$ cat config.mk
export PLATFORM = sky130hd
export DESIGN_NAME = mpx_muldiv
export DESIGN_NICKNAME = d
export VERILOG_FILES = /design/src/rtl/mpx_muldiv.sv
export SDC_FILE = /design/constraint.sdc
export NUM_CORES = 2
export LEC_CHECK = 0
export ABC_AREA = 1
export CORE_MARGIN = 1
export CORE_UTILIZATION = 60
export DETAILED_ROUTE_END_ITERATION = 6
export PLACE_DENSITY = 0.78
export SLEW_MARGIN = 25
export SYNTH_ARGS = -nofsm -noshare
export SYNTH_HDL_FRONTEND = slang
export SYNTH_SLANG_ARGS = --single-unit
$ cat constraint.sdc
create_clock -name clk_i -period 10.05 [get_ports clk_i]
set_input_delay 2.01 -clock clk_i [delete_from_list [all_inputs] [get_ports clk_i]]
set_output_delay 2.01 -clock clk_i [all_outputs]
set_load 0.05 [all_outputs]
$ cat src/rtl/mpx_muldiv.sv
// rtl/mpx_muldiv.sv - MULT/MULTU/DIV/DIVU unit feeding the HI/LO register file.
// Fixed-latency multiply, 32-cycle restoring divide, busy/strobe decoded from state.
module mpx_muldiv #(
  parameter int MUL_LATENCY = 2
) (
  input  logic        clk_i,
  input  logic        rst_i,
  input  logic        opcode_valid_i,
  input  logic [1:0]  op_i,
  input  logic [31:0] operand_ra_i,
  input  logic [31:0] operand_rb_i,
  input  logic        flush_i,
  output logic        busy_o,
  output logic        muldiv_o,
  output logic [31:0] muldiv_hi_o,
  output logic [31:0] muldiv_lo_o
);

  typedef enum logic [1:0] {ST_IDLE, ST_MUL, ST_DIV, ST_DONE} state_t;

  state_t      state;
  logic [4:0]  count;
  logic [32:0] mul_a;
  logic [32:0] mul_b;
  logic [31:0] dividend;
  logic [31:0] divisor;
  logic [31:0] rem;
  logic [31:0] quot;
  logic        sign_q;
  logic        sign_r;

  logic        accept;
  logic        is_signed;
  logic [31:0] ra_abs;
  logic [31:0] rb_abs;
  logic [63:0] product;
  logic [32:0] rem_shift;
  logic        rem_ge;
  logic [31:0] rem_next;
  logic [31:0] quot_next;

  assign busy_o   = (state == ST_MUL) || (state == ST_DIV);
  assign muldiv_o = (state == ST_DONE);
  assign accept   = opcode_valid_i && !busy_o && !flush_i;

  assign is_signed = !op_i[0];
  assign ra_abs    = (is_signed && operand_ra_i[31]) ? -operand_ra_i : operand_ra_i;
  assign rb_abs    = (is_signed && operand_rb_i[31]) ? -operand_rb_i : operand_rb_i;

  // Sign-extending the 33-bit operands to 64 bits keeps the truncated product exact.
  assign product = {{31{mul_a[32]}}, mul_a} * {{31{mul_b[32]}}, mul_b};

  // 33-bit compare so a 0x80000000 divisor cannot overflow; the difference fits 32 bits.
  assign rem_shift = {rem, dividend[31]};
  assign rem_ge    = rem_shift >= {1'b0, divisor};
  assign rem_next  = rem_ge ? (rem_shift[31:0] - divisor) : rem_shift[31:0];
  assign quot_next = {quot[30:0], rem_ge};

  always_ff @(posedge clk_i or negedge rst_i) begin
    if (!rst_i) begin
      state       <= ST_IDLE;
      count       <= '0;
      mul_a       <= '0;
      mul_b       <= '0;
      dividend    <= '0;
      divisor     <= '0;
      rem         <= '0;
      quot        <= '0;
      sign_q      <= 1'b0;
      sign_r      <= 1'b0;
      muldiv_hi_o <= '0;
      muldiv_lo_o <= '0;
    end else begin
      case (state)
        ST_IDLE, ST_DONE: begin
          if (accept && op_i[1]) begin
            sign_q   <= is_signed && (operand_ra_i[31] ^ operand_rb_i[31]);
            sign_r   <= is_signed && operand_ra_i[31];
            dividend <= ra_abs;
            divisor  <= rb_abs;
            rem      <= '0;
            quot     <= '0;
            count    <= 5'd31;
            state    <= ST_DIV;
          end else if (accept) begin
            mul_a <= {is_signed && operand_ra_i[31], operand_ra_i};
            mul_b <= {is_signed && operand_rb_i[31], operand_rb_i};
            count <= 5'(MUL_LATENCY - 1);
            state <= ST_MUL;
          end else begin
            state <= ST_IDLE;
          end
        end
        ST_MUL: begin
          if (flush_i) begin
            state <= ST_IDLE;
          end else if (count == 5'd0) begin
            muldiv_hi_o <= product[63:32];
            muldiv_lo_o <= product[31:0];
            state       <= ST_DONE;
          end else begin
            count <= count - 5'd1;
          end
        end
        ST_DIV: begin
          if (flush_i) begin
            state <= ST_IDLE;
          end else begin
            rem      <= rem_next;
            quot     <= quot_next;
            dividend <= {dividend[30:0], 1'b0};
            if (count == 5'd0) begin
              muldiv_lo_o <= sign_q ? -quot_next : quot_next;
              muldiv_hi_o <= sign_r ? -rem_next : rem_next;
              state       <= ST_DONE;
            end else begin
              count <= count - 5'd1;
            end
          end
        end
        default: state <= ST_IDLE;
      endcase
    end
  end

endmodule

==> insert_results.sql <==
INSERT INTO impl_metrics (metric_group, metric, value, unit) VALUES
('outcome', 'status', 'finished, violations left', ''),
('outcome', 'failed_checks', 'design-rule violations', ''),
('worst_setup_path', 'setup.worst_path.start', 'mul_b[6]$_DFFE_PN0P_', ''),
('timing', 'layout_min_cycle_time', '8.80', 'ns'),
('timing', 'skew', '0.0407', 'ns'),
('worst_setup_path', 'worst_setup_path_end_kind', 'flip-flop', ''),
('cts', 'clk-insertion-delay-late', '0.58', 'ns'),
('die', 'initial_core_util', '60.5', '%'),
('yosys', 'synth_cell_types', '57', ''),
('route', 'routed_wire_length_per_instance', '20.5', 'um'),
('route', 'dr.pass1.iters', '7', ''),
('timing', 'finalCritPeriodShare', '87.6', '%'),
('yosys', 'async_flop_share', '100', '%'),
('timing', 'max_slew_margin', '22.5', '%'),
('worst_setup_path', 'critical-path-top-cell-by-count', 'fa_1', ''),
('cts', 'cts_tree', 'built', ''),
('cts', 'clk_transition_reported_paths', '0.06', 'ns'),
('cts', 'post-cts-setup-buffer-count', '0', ''),
('yosys', 'largest_area_contributor_in_the_synthesized_netlist', 'fa_1', ''),
('timing', 'slew_viol_final', '0', ''),
('route', 'drtIter0Drc', '4373', ''),
('route', 'ant_nets', '0', ''),
('route', 'totalWireLength', '176000', 'um'),
('worst_setup_path', 'crit_slowest_cell', 'dfrtp_1', ''),
('yosys', 'synthDominantCellAreaShare', '39.9', '%'),
('yosys', 'synthTopCellsByArea', 'fa_1 (40%), inv_1 (13%), nand2_1 (12%)', ''),
('yosys', 'synth-edff-count', '0', ''),
('yosys', 'synth.cell_area', '0.0565', 'mm^2'),
('placed_design', 'pre_cts_setup_slack', '1.40', 'ns'),
('worst_setup_path', 'regToRegEndpoint', 'muldiv_hi_o[17]$_DFFE_PN0P_', ''),
('placed_design', 'finalWeightedCongestion', '1.01', ''),
('cts', 'cts_buffers', '35', ''),
('cts', 'post_cts_resize_count', '0', ''),
('yosys', 'ys_seq_area_share', '11.8', '%'),
('yosys', 'syn-instance-count', '7369', ''),
('job', 'cap_violations', '0', ''),
('yosys', 'synth_fp_nets', '8818', ''),
('finish', 'fin_nets', '8756', ''),
('yosys', 'ys_seq_elements', '266', ''),
('cts', 'numClockSinks', '266', ''),
('timing', 'hold_violations', '0', ''),
('worst_setup_path', 'cp_data_arrival_time', '9.26', 'ns'),
('yosys', 'synthMostInstantiatedCell', 'inv_1', ''),
('global_route', 'grt_max_degree', '90', ''),
('placed_design', 'io_buffers', '135', ''),
('global_route', 'gr-total-overflow', '0', ''),
('yosys', 'synthesis.area_per_instance', '7.66', 'um^2'),
('worst_setup_path', 'worstSetupStartpointType', 'flip-flop', ''),
('worst_setup_path', 'max_stage_delay', '0.75', 'ns'),
('worst_setup_path', 'cp.required', '10.51', 'ns'),
('die', 'fp.dieArea', '0.0953', 'mm^2'),
('cts', 'ctsHtreeMaxLevel', '2', ''),
('cts', 'clk_path_buf_depth', '3', ''),
('worst_setup_path', 'critical_path.reg2reg.startpoint', 'mul_b[6]$_DFFE_PN0P_', ''),
('die', 'core_region_area', '0.0933', 'mm^2'),
('route', 'num_vias', '47473', ''),
('yosys', 'synth.yosys.warnings', '0', ''),
('die', 'placementRows', '112', ''),
('finish', 'fillers', '8056', ''),
('worst_setup_path', 'criticalPathCategory', 'flip-flop to flip-flop', ''),
('route', 'route.detailed.drc', '2', ''),
('cts', 'clock_root_buffer', 'clkbuf_16', ''),
('timing', 'setup-violations-final', '0', ''),
('die', 'die_h', '309', 'um'),
('hold_path', 'hp-class', 'flip-flop to flip-flop', ''),
('worst_setup_path', 'rr_worst_depth', '28', ''),
('timing', 'fmax', '114', 'MHz'),
('die', 'dieWidth', '309', 'um'),
('finish', 'layout.core_utilization', '64.5', '%'),
('global_route', 'grt_pass1_wl', '276000', 'um'),
('worst_setup_path', 'crit_path_max_fo', '29', '');
-- per-layer routing --
layer / global-route usage, % / wire [um] / vias to the layer above
met5: 0 / 37 / -
met4: 14.3 / 7460 / 6
met3: 7.08 / 17500 / 372
met2: 59.5 / 79900 / 2334
met1: 53.5 / 70800 / 23575
li1: - / - / 21186
-- sequential cells by signal, summed over array words and instances (netlist names) --
| signal | flops |
|---|---|
| count | 5 |
| dividend | 32 |
| divisor | 32 |
| mul_a | 33 |
| mul_b | 33 |
| muldiv_hi_o | 32 |
| muldiv_lo_o | 32 |
| quot | 31 |
| rem | 32 |
| sign_q | 1 |
| sign_r | 1 |
| state | 2 |
-- worst max-delay path: cells and delay by family (launching register included) --
family,cells,cell delay (ns)
and+or+nand+nor,4,0.58
buffers and inverters,7,0.85
adders and majority gates,9,4.46
DFF,1,0.75
AOI/OAI and AO/OA,8,2.05
-- how the worst min path moves through the flow --
| stage | start | end | depth (start not counted) |
|---|---|---|---|
| after floorplan | dividend[1]$_DFFE_PN0P_ | dividend[1]$_DFFE_PN0P_ | 2 |
| after global placement | dividend[5]$_DFFE_PN0P_ | dividend[5]$_DFFE_PN0P_ | 2 |
| after detailed placement | dividend[26]$_DFFE_PN0P_ | dividend[26]$_DFFE_PN0P_ | 2 |
| after CTS | dividend[28]$_DFFE_PN0P_ | dividend[28]$_DFFE_PN0P_ | 2 |
| after global routing | muldiv_hi_o[11]$_DFFE_PN0P_ | muldiv_hi_o[11]$_DFFE_PN0P_ | 2 |
| final | dividend[18]$_DFFE_PN0P_ | dividend[18]$_DFFE_PN0P_ | 2 |
-- area by class of cell --
class                      instances  area, um^2  area share (%)
clock inverter                    20         267           0.442
antenna                            3        7.51          0.0125
inverter                        2049        7690            12.8
timing repair buffer             263        2370            3.93
tap                             1254        1570            2.60
multi-input combinational       4692       40700            67.6
sequential                       266        6670            11.1
clock buffer                      44         970            1.61
-- cells by family after synthesis --
logic type                 synth area share (%)
AOI/OAI and AO/OA                          7.07
buffers and inverters                      16.2
and+or+nand+nor                            18.1
adders and majority gates                  45.5
DFF                                        11.8
xor gates and xnor gates                   1.30
-- layout by cell type, fill, tap and decap left out, types with 134 or more instances in the layout --
cell type	synthesis	layout
nor2_1	315	315
inv_1	2029	2026
dfrtp_1	266	257
o21ai_0	268	268
fa_1	1126	1125
clkdlybuf4s50_1	0	134
a21oi_1	201	201
ha_1	253	252
nand2_1	1860	1858
nand3_1	172	172
-- metrics by stage --
stage	instance area (um^2)	instances	hold WS, ns
6_report	60200	8591	0.485
2_1_floorplan	56500	7369	0.448
3_3_place_gp	59000	8524	0.466
4_1_cts	60200	8588	0.485
3_5_place_dp	59000	8524	0.468
5_1_grt	60200	8590	0.501
Power is not shown: default switching activity piles up to over one toggle a cycle in this logic, so the estimate is an artifact.
